<file path="src/rtl/config_frame_fsm.sv">
// Configuration frame parser: locks onto a sync word, decodes frame headers and
// steers the following row-data words into one-hot row write enables with a commit strobe.
module config_frame_fsm #(
  parameter int unsigned NUM_ROWS   = 16,
  parameter int unsigned MAX_FRAMES = 20,
  parameter logic [31:0] SYNC_WORD  = 32'hFAB0_FAB1
) (
  input  logic                clk,
  input  logic                resetn,
  input  logic [31:0]         word_in,
  input  logic                word_valid,
  input  logic                link_active,
  output logic [31:0]         row_data,
  output logic [NUM_ROWS-1:0] row_we,
  output logic [6:0]          col_sel,
  output logic [7:0]          frame_sel,
  output logic                frame_strobe,
  output logic                busy,
  output logic                error,
  output logic [15:0]         frames_done
);

  localparam int unsigned         CW          = (NUM_ROWS > 1) ? $clog2(NUM_ROWS) : 1;
  localparam logic [7:0]          FRAME_LIMIT = 8'(MAX_FRAMES);
  localparam logic [15:0]         CNT_LIMIT   = 16'(NUM_ROWS);
  localparam logic [NUM_ROWS-1:0] ROW0        = NUM_ROWS'(1);

  typedef enum logic [1:0] {IDLE, HEADER, DATA, COMMIT} state_t;

  state_t        state;
  logic [CW-1:0] row_ctr;
  logic [15:0]   words_left;

  logic        hdr_desync;
  logic [6:0]  hdr_col;
  logic [7:0]  hdr_frame;
  logic [15:0] hdr_cnt;
  logic        hdr_bad;

  assign hdr_desync = word_in[31];
  assign hdr_col    = word_in[30:24];
  assign hdr_frame  = word_in[23:16];
  assign hdr_cnt    = word_in[15:0];
  assign hdr_bad    = (hdr_frame >= FRAME_LIMIT) || (hdr_cnt == '0) || (hdr_cnt > CNT_LIMIT);

  always_ff @(posedge clk or negedge resetn) begin
    if (!resetn) begin
      state        <= IDLE;
      row_ctr      <= '0;
      words_left   <= '0;
      row_data     <= '0;
      row_we       <= '0;
      col_sel      <= '0;
      frame_sel    <= '0;
      frame_strobe <= 1'b0;
      busy         <= 1'b0;
      error        <= 1'b0;
      frames_done  <= '0;
    end else begin
      row_we       <= '0;
      frame_strobe <= 1'b0;
      if (state != IDLE && !link_active) begin
        state <= IDLE;
        busy  <= 1'b0;
      end else begin
        case (state)
          IDLE: begin
            if (word_valid && word_in == SYNC_WORD) begin
              state <= HEADER;
              busy  <= 1'b1;
              error <= 1'b0;
            end
          end
          DATA: begin
            if (word_valid) begin
              row_data   <= word_in;
              row_we     <= ROW0 << row_ctr;
              row_ctr    <= row_ctr + 1'b1;
              words_left <= words_left - 16'd1;
              if (words_left == 16'd1) state <= COMMIT;
            end
          end
          COMMIT: begin
            frame_strobe <= 1'b1;
            if (frames_done != '1) frames_done <= frames_done + 16'd1;
            state <= HEADER;
          end
          default: ;
        endcase
        // The commit cycle also decodes headers so a word arriving there is not lost;
        // this block overrides the COMMIT -> HEADER default above.
        if ((state == HEADER || state == COMMIT) && word_valid) begin
          if (hdr_desync) begin
            state <= IDLE;
            busy  <= 1'b0;
          end else if (hdr_bad) begin
            error <= 1'b1;
            state <= IDLE;
            busy  <= 1'b0;
          end else begin
            col_sel    <= hdr_col;
            frame_sel  <= hdr_frame;
            row_ctr    <= '0;
            words_left <= hdr_cnt;
            state      <= DATA;
          end
        end
      end
    end
  end

endmodule

</file>
<file path="config.mk">
export PLATFORM = sky130hd
export DESIGN_NAME = config_frame_fsm
export DESIGN_NICKNAME = d
export VERILOG_FILES = /design/src/rtl/config_frame_fsm.sv
export SDC_FILE = /design/constraint.sdc
export NUM_CORES = 1
export LEC_CHECK = 0
export BUFFER_PORTS_ARGS = -buffer_cell sky130_fd_sc_hd__buf_2
export CAP_MARGIN = 20
export CORE_ASPECT_RATIO = 0.9
export CORE_MARGIN = 4
export CORE_UTILIZATION = 50
export CTS_CLUSTER_DIAMETER = 200
export CTS_CLUSTER_SIZE = 16
export DETAILED_ROUTE_END_ITERATION = 12
export GPL_TIMING_DRIVEN = 0
export PLACE_DENSITY = 0.84
export SYNTH_ARGS = -nofsm -noshare
export SYNTH_HDL_FRONTEND = slang
export SYNTH_SLANG_ARGS = --single-unit
</file>
<file path="constraint.sdc">
create_clock -name clk -period 5.4 [get_ports clk]
set_clock_uncertainty 0.05 [all_clocks]
set_input_delay 1.62 -clock clk [delete_from_list [all_inputs] [get_ports clk]]
set_output_delay 1.62 -clock clk [all_outputs]
set_load 0.02 [all_outputs]
</file>
Yosys cells after proc, flatten, opt, wreduce, memory -nomap -nowiden. Cells that the tools add are included.

Flip-flop bits (word level): 104. Logic and storage cells: 78. Latch bits: 0. Output and inout port bits: 82. Bits in read-only memories: 0. Memories: 0. Bits in writable memories: 0. Input port bits: 36.

Bitwise operators: 3. Shifts and indexed selects: 1. Reductions and logical operators: 15. Equal/unequal tests: 9. Divide/modulo/power cells: 0. Add/sub/neg operators: 3. Multiplexer cells: 34. Order comparisons: 2. $mul: 0.

Operators with widths (count): 2-to-1 mux 16 bit (8); == test 32 bit, second input constant (1); 2-to-1 mux 4 bit (5); adder 16 x 1 -> 16 bit, second input constant (1); == test 16 x 1 -> 1 bit, second input constant (1); greater-than comparator 16 x 5 -> 1 bit, second input constant (1); zero test 16 bit (1); inequality test 16 bit, second input constant (1); << shifter 1 x 4 -> 16 bit, first input constant (1); subtractor 16 x 1 -> 16 bit, second input constant (1); 2-to-1 mux 2 bit (7); 2-to-1 mux 1 bit (13); inequality test 4 bit, second input constant (3); greater-or-equal comparator 8 x 5 -> 1 bit, second input constant (1); AND reduction 4 bit (2); one-hot mux 2 bit (3 select lines) (1); AND reduction 3 bit (2); nonzero test 5 bit (1); adder 4 x 1 -> 4 bit, second input constant (1); == test 2 bit, second input constant (2); logical AND 1 bit (3); logical OR 1 bit (3); inverter 1 bit (3); == test 2 x 1 -> 1 bit, second input constant (1); 3 further kinds (3).

Logic depth before layout (Yosys ltp). Gate-level depths: netlist (run 1).

Depth in word-level cells: 8. Mapped depth: 7. Mapped depth without buffers: 7.

Least setup slack after synthesis (run 1). Ideal clock, no wire load.

Kind: input-to-reg. Start point: input port word_in[0]. End point: register col_sel[4]. Setup slack: 2.270 ns. Stages on the path: 6. Buffers on the path: 1. Setup time: 0.125 ns. Arrival: 2.955 ns. Required time: 5.225 ns. Path through: nor4_1 > xnor2_1 > and4bb_4 > nand2_4 > buf_6 > mux2_4.

Word-level cells in the longest chain between the ends: 5. Elaborated cells on any way between the ends: 6. Those cells by class: order compare: 1; bitwise: 1; reduce/logical: 4.

Ends and longest elaborated chain: start: declaration (line 10) `input logic [31:0] word_in,`; branches (longest 2 deep; another with greater-than comparator 16 x 5 -> 1 bit); logical OR 1 bit * (line 44) `assign hdr_bad = (hdr_frame >= FRAME_LIMIT) || (hdr_cnt == '0) || (hdr_cnt > CNT_LIMIT);`; inverter 1 bit (no line) *; AND reduction 4 bit (no line) *; end signal: assignment (line 101) `col_sel <= hdr_col;`; end: declaration (line 15) `output logic [6:0] col_sel,`.

Mark *: on every way between the ends. A chain may end at the register's enable or synchronous reset.

Worst setup path in the final report (run 1).
Start point: input port word_in[23]. End point: register col_sel[4].

Word-level cells in the longest chain between the ends: 5.

Ends and longest elaborated chain (line): greater-or-equal comparator 8 x 5 -> 1 bit (44); logical OR 1 bit (2 in a row) (44); inverter 1 bit (no line); AND reduction 4 bit (no line).

No other way between the ends.

==> impl_metrics.py, run 1 <==
metrics = {
    "status": {
        "status": "finished clean",
    },
    "die": {
        "die_h_um": 99.2,
        "rows": 32,
        "initial_core_util_pct": 52.6,
        "die_area_um2": 10800,
        "die_w_um": 109,
        "io_pins": 118,
        "coreArea_um2": 8770,
    },
    "routing": {
        "drc": 0,
        "wl_per_cell_um": 14.9,
        "drt_iter0_drc": 175,
        "first_pass_iters": 4,
        "ant_nets": 0,
        "wl_mm": 10.5,
        "num_vias": 3718,
        "via_per_inst": 5.26,
    },
    "setup_path": {
        "cp_max_fo": 10,
        "arrival_ps": 3290,
        "crit_slowest_cell": "and4bb_4",
        "cp-start-kind": "input port",
        "r2r_start": "words_left[0]",
        "slowest_delay_ps": 450,
        "cp.required_ps": 5600,
        "end_kind": "flop",
        "path_class": "in -> reg",
        "startpoint": "word_in[23]",
        "crit_chain": "buf_2 -> nor4_1 -> nand3_1 -> and4bb_4 -> nand2_4 -> buf_6 -> mux2_4",
    },
    "yosys": {
        "synthTopCellsByArea": "dfrtp_1 (56%), nand2_1 (9.8%), xnor2_1 (2.8%)",
        "ys_seq_area_share_pct": 56.4,
        "synth-main-ff-cell": "dfrtp_1",
        "synthTopCellsByCount": "nand2_1 (120), dfrtp_1 (104), nor2_1 (27), a21oi_1 (18)",
        "synth.net_count": 499,
        "synth_area_um2": 4620,
        "syn_area_per_cell_um2": 10.2,
        "ys_seq_elements": 104,
        "synth-edff-count": 0,
        "synth_warnings": 0,
        "synthCells": 454,
        "yosysMostFrequentCell": "nand2_1",
        "async_reset_ff_share_pct": 100,
        "synth_cell_types": 55,
        "synth_top_area_share_pct": 56.4,
        "synth_top_area_cell": "dfrtp_1",
    },
    "global_routing": {
        "use_met1_pct": 26.2,
        "grt_pass1_vias": 3623,
        "grt.overflow.total": 0,
        "antenna_found_initial": 0,
        "grt_max_degree": 69,
        "use_met3_pct": 6.36,
        "grt_usage_pct": 20.1,
        "globalRouteMet2Util_pct": 32.1,
        "grt_pass1_wl_mm": 17.3,
        "busiest_layer": "met2",
    },
    "clock_tree": {
        "hold_buffers": 0,
        "cts_buffers": 9,
        "cts_root_buffer": "clkbuf_8",
        "cts_tree": "yes",
        "cts_buffer_depth": 2,
        "path_clk_slew_ps": 100,
        "post_cts_resize_count": 0,
        "ctsHtreeMaxLevel": 3,
        "clk_latency_ps": 360,
        "cts_sinks": 104,
        "cts_setup_buffers": 0,
    },
    "sta": {
        "hold_viol": 0,
        "timing.slew.headroom_pct": 56.3,
        "fmax_mhz": 323,
        "setup_tns_ps": 0,
        "report.final.slew_viol_count": 0,
        "layout_min_cycle_time_ps": 3100,
        "tightest_slew_ps": 653,
        "rsz0062_at_grt": "no",
        "timing.final.ws_setup_ps": 2300,
        "finalSetupViolCount": 0,
        "post-route-period-util_pct": 57.4,
    },
    "place": {
        "portBuffers": 116,
        "place.gp.congestion": 0.793,
        "dp_hpwl_mm": 7.90,
        "place_ws_ps": 1920,
    },
    "finish": {
        "final_util_pct": 63.7,
        "fin_nets": 627,
        "syn_to_final_growth_pct": 21.0,
        "drive_above_1_share_pct": 27.4,
    },
    "hold_path": {
        "hold_class": "reg -> reg",
        "min_from": "row_data[27]",
    },
    "power": {
        "ir_drop_v": 0.000125,
        "powerDensity_nw_per_um2": 237,
        "total_leakage_power_nw": 3.07,
    },
    "flow_run": {
        "maxCapViolCount": 0,
    },
}
flip-flops by register name, summed over array words and instances, names as in the netlist:
| register | count |
|---|---|
| row_ctr | 4 |
| frame_strobe | 1 |
| frame_sel | 8 |
| error | 1 |
| words_left | 16 |
| row_we | 16 |
| frames_done | 16 |
| col_sel | 7 |
| busy | 1 |
| row_data | 32 |
| state | 2 |
kinds of logic after synthesis:
kind of cell | share of synthesized area, %
compound gates | 5.94
xor+xnor | 3.61
fa+ha+maj | 2.44
buf+inv | 2.22
flops | 56.4
mux | 3.63
simple gates | 25.8
final timing paths:
kind                                  end  slack (ps)  depth (start not counted)
max                            col_sel[4]        2300                          7
min reg2reg                  row_data[27]         430                          2
max in group asynchronous    row_data[29]        3470                          2
min                          row_data[27]         430                          2
max reg2reg                words_left[14]        3320                          7
min in group asynchronous       row_we[7]        1150                          1
worst max-delay path: cells and delay by family:
kind / cells / cell delay (ps)
mux: 1 / 290
buf+inv: 2 / 330
simple gates: 4 / 1050
metrics by stage:
| stage | instance area (um^2) | power (mW) | hold slack, ps | instances |
|---|---|---|---|---|
| after floorplan | 4620 | 0.802 | 413 | 454 |
| after global placement | 5350 | 0.839 | 404 | 689 |
| after detailed placement | 5380 | 0.843 | 407 | 690 |
| after CTS | 5580 | 1.33 | 430 | 706 |
| after global routing | 5580 | 1.37 | 451 | 706 |
| final | 5580 | 1.32 | 430 | 707 |
cell type report:
cell class              instances  area, um^2
clock buffers                  11         141
flip-flops and latches        104        2600
multi-input cells             326        1910
repair buffers                117         611
clock inverters                 5        63.8
inverters                       8        30.0
fillers                       711        3190
well taps                     119         149
plain buffers                  16        72.6
diodes                          1        2.50
where the power goes:
group | internal, mW | switching [mW] | leakage (nW)
clock network | 0.231 | 0.264 | 0.100
logic | 0.0152 | 0.0319 | 1.54
registers | 0.779 | 0.00118 | 1.43
total | 1.02 | 0.297 | 3.07
layout by cell type (no fill, tap or decap), drive strengths merged, types with 2 or more instances in the layout:
cell type  Yosys  final
a21oi         18     18
a31oi          2      2
and2           9      9
and3          15     15
and4           2      2
and4b          2      2
buf            7    124
clkbuf         9     20
clkinv         0      2
dfrtp        104    104
ha             9      9
inv            8      9
mux2          13     13
nand2        121    121
nand2b         3      3
nand3         14     14
nand4          9      9
nand4b         3      3
nor2          27     27
nor3           8      8
nor4          12     12
nor4b          2      2
o21a           4      4
o21ai          9      9
o22ai          3      3
or3            3      3
xnor2         15     15
xor2           4      4
layer usage:
metal | part of all wire, % | routed length, um
met1 | 43 | 4550
met2 | 46 | 4880
met3 | 8.6 | 898
met4 | 1.6 | 170
met5 | 0 | 0
Note: power is estimated with default switching activity, not from simulation.
==> run 2: changes to the inputs <==
CORE_UTILIZATION = 48   (was 50)
clock period = 2.75 ns   (was 5.4 ns; I/O delays follow)
==> impl_metrics.py, run 2 (synthesized netlist as in run 1, its figures left out) <==
metrics = {
    "clock_tree": {
        "clk_latency_ps": 360,
        "ctsHtreeMaxLevel": 3,
        "hold_buffers": 0,
        "cts_tree": "yes",
        "cts_sinks": 104,
        "post_cts_resize_count": 0,
        "path_clk_slew_ps": 100,
        "cts_buffers": 9,
        "cts_setup_buffers": 0,
        "cts_root_buffer": "clkbuf_8",
        "cts_buffer_depth": 2,
    },
    "sta": {
        "layout_min_cycle_time_ps": 2280,
        "report.final.slew_viol_count": 0,
        "timing.slew.headroom_pct": 53.1,
        "post-route-period-util_pct": 82.9,
        "timing.final.ws_setup_ps": 470,
        "tightest_slew_ps": 702,
        "hold_ws_ps": 348,
        "finalSetupViolCount": 0,
        "rsz0062_at_grt": "no",
        "fmax_mhz": 439,
        "hold_viol": 0,
    },
    "die": {
        "die_h_um": 101,
        "die_w_um": 111,
        "io_pins": 118,
        "rows": 33,
        "initial_core_util_pct": 49.9,
        "die_area_um2": 11300,
        "coreArea_um2": 9250,
    },
    "place": {
        "place_inst": 693,
        "dp_hpwl_mm": 8.08,
        "place_ws_ps": 69.3,
        "place.gp.congestion": 0.827,
        "postPlaceCellArea_um2": 5380,
        "portBuffers": 116,
    },
    "finish": {
        "layoutNonFillerInstCount": 710,
        "largest_register_ffs": 32,
        "syn_to_final_growth_pct": 20.9,
        "largest-register": "row_data",
        "final_area_um2": 5580,
        "layout_commonest_cell": "nand2_1",
        "fin_nets": 627,
        "fillers": 776,
        "drive_above_1_share_pct": 27.3,
        "mostFrequentLayoutCells": "nand2_1 (120), buf_2 (119), dfrtp_1 (104)",
    },
    "setup_path": {
        "arrival_ps": 2480,
        "cp-start-kind": "input port",
        "path_class": "in -> reg",
        "cp.required_ps": 2950,
        "cp_max_fo": 10,
        "end_kind": "flop",
    },
    "global_routing": {
        "grt_max_degree": 72,
        "antenna_found_initial": 1,
        "grt.overflow.total": 0,
        "grt_pass1_vias": 3933,
        "grt_pass1_wl_mm": 18.9,
        "grt_usage_pct": 20.8,
    },
    "flow_run": {
        "maxCapViolCount": 0,
    },
    "status": {
        "status": "finished clean",
    },
    "routing": {
        "drc": 0,
        "wl_mm": 11.0,
        "wl_per_cell_um": 15.4,
        "num_vias": 3803,
        "via_per_inst": 5.36,
        "drt_iter0_drc": 283,
        "ant_nets": 0,
        "first_pass_iters": 5,
    },
    "power": {
        "total_leakage_power_nw": 3.06,
        "powerDensity_nw_per_um2": 464,
        "ir_drop_v": 0.000297,
    },
    "hold_path": {
        "hold_class": "in -> async",
    },
}
==> run 2: cell count changes in the layout (fill, tap and decap cells not counted) <==
cell,change
clkbuf_1,+1
inv_6,-1
clkinv_4,-1
clkinvlp_4,+1
==> run 2: where the power goes <==
group	switching (mW)	internal, mW
Combinational	0.0626	0.0299
Clock	0.515	0.449
Sequential	0.00214	1.53
==> run 2: final cells by class <==
class                           count  area (um^2)  share of cell area, %
Sequential cell                   104         2600                   46.6
Buffer                             16         72.6                   1.30
Clock inverter                      4         53.8                  0.964
Tap cell                          122          153                   2.74
Antenna cell                        1         2.50                 0.0448
Clock buffer                       12          145                   2.60
Timing Repair Buffer              117          611                   10.9
Inverter                            8         30.0                  0.538
Multi-Input combinational cell    326         1910                   34.2
==> run 2: worst max-delay path: stages <==
cell,delay (ps)
buf_2,120
nor4_1,300
nand3_1,180
and4bb_4,440
nand2_4,140
buf_6,190
mux2_4,300
==> run 2: stage by stage <==
stage	setup TNS, ps	total power [mW]	utilization (%)
floorplan	0	1.58	-
global placement	-18630	1.65	57.8
detailed placement	0	1.66	58.2
CTS	0	2.61	60.3
global route	0	2.70	60.3
finish	0	2.59	60.3
==> run 2: final timing paths <==
check,start,endpoint,slack [ps],cells after the start
max,word_in[9],col_sel[4],470,7
min,resetn,row_we[0],350,1
max reg2reg,state[0],row_data[25],620,6
min reg2reg,row_data[10],row_data[10],430,2
max in group asynchronous,resetn,state[1],1630,2
min in group clk,row_data[10],row_data[10],430,2
==> run 2: per-layer routing <==
| layer | vias up | share of wire, % | GRT usage, % | wire length (um) |
|---|---|---|---|---|
| met2 | 148 | 47 | 33.1 | 5140 |
| met5 | - | 0 | 0 | 0 |
| li1 | 1805 | - | - | - |
| met4 | 0 | 2.0 | 9.26 | 214 |
| met1 | 1828 | 43 | 26.5 | 4700 |
| met3 | 22 | 8.3 | 6.30 | 912 |
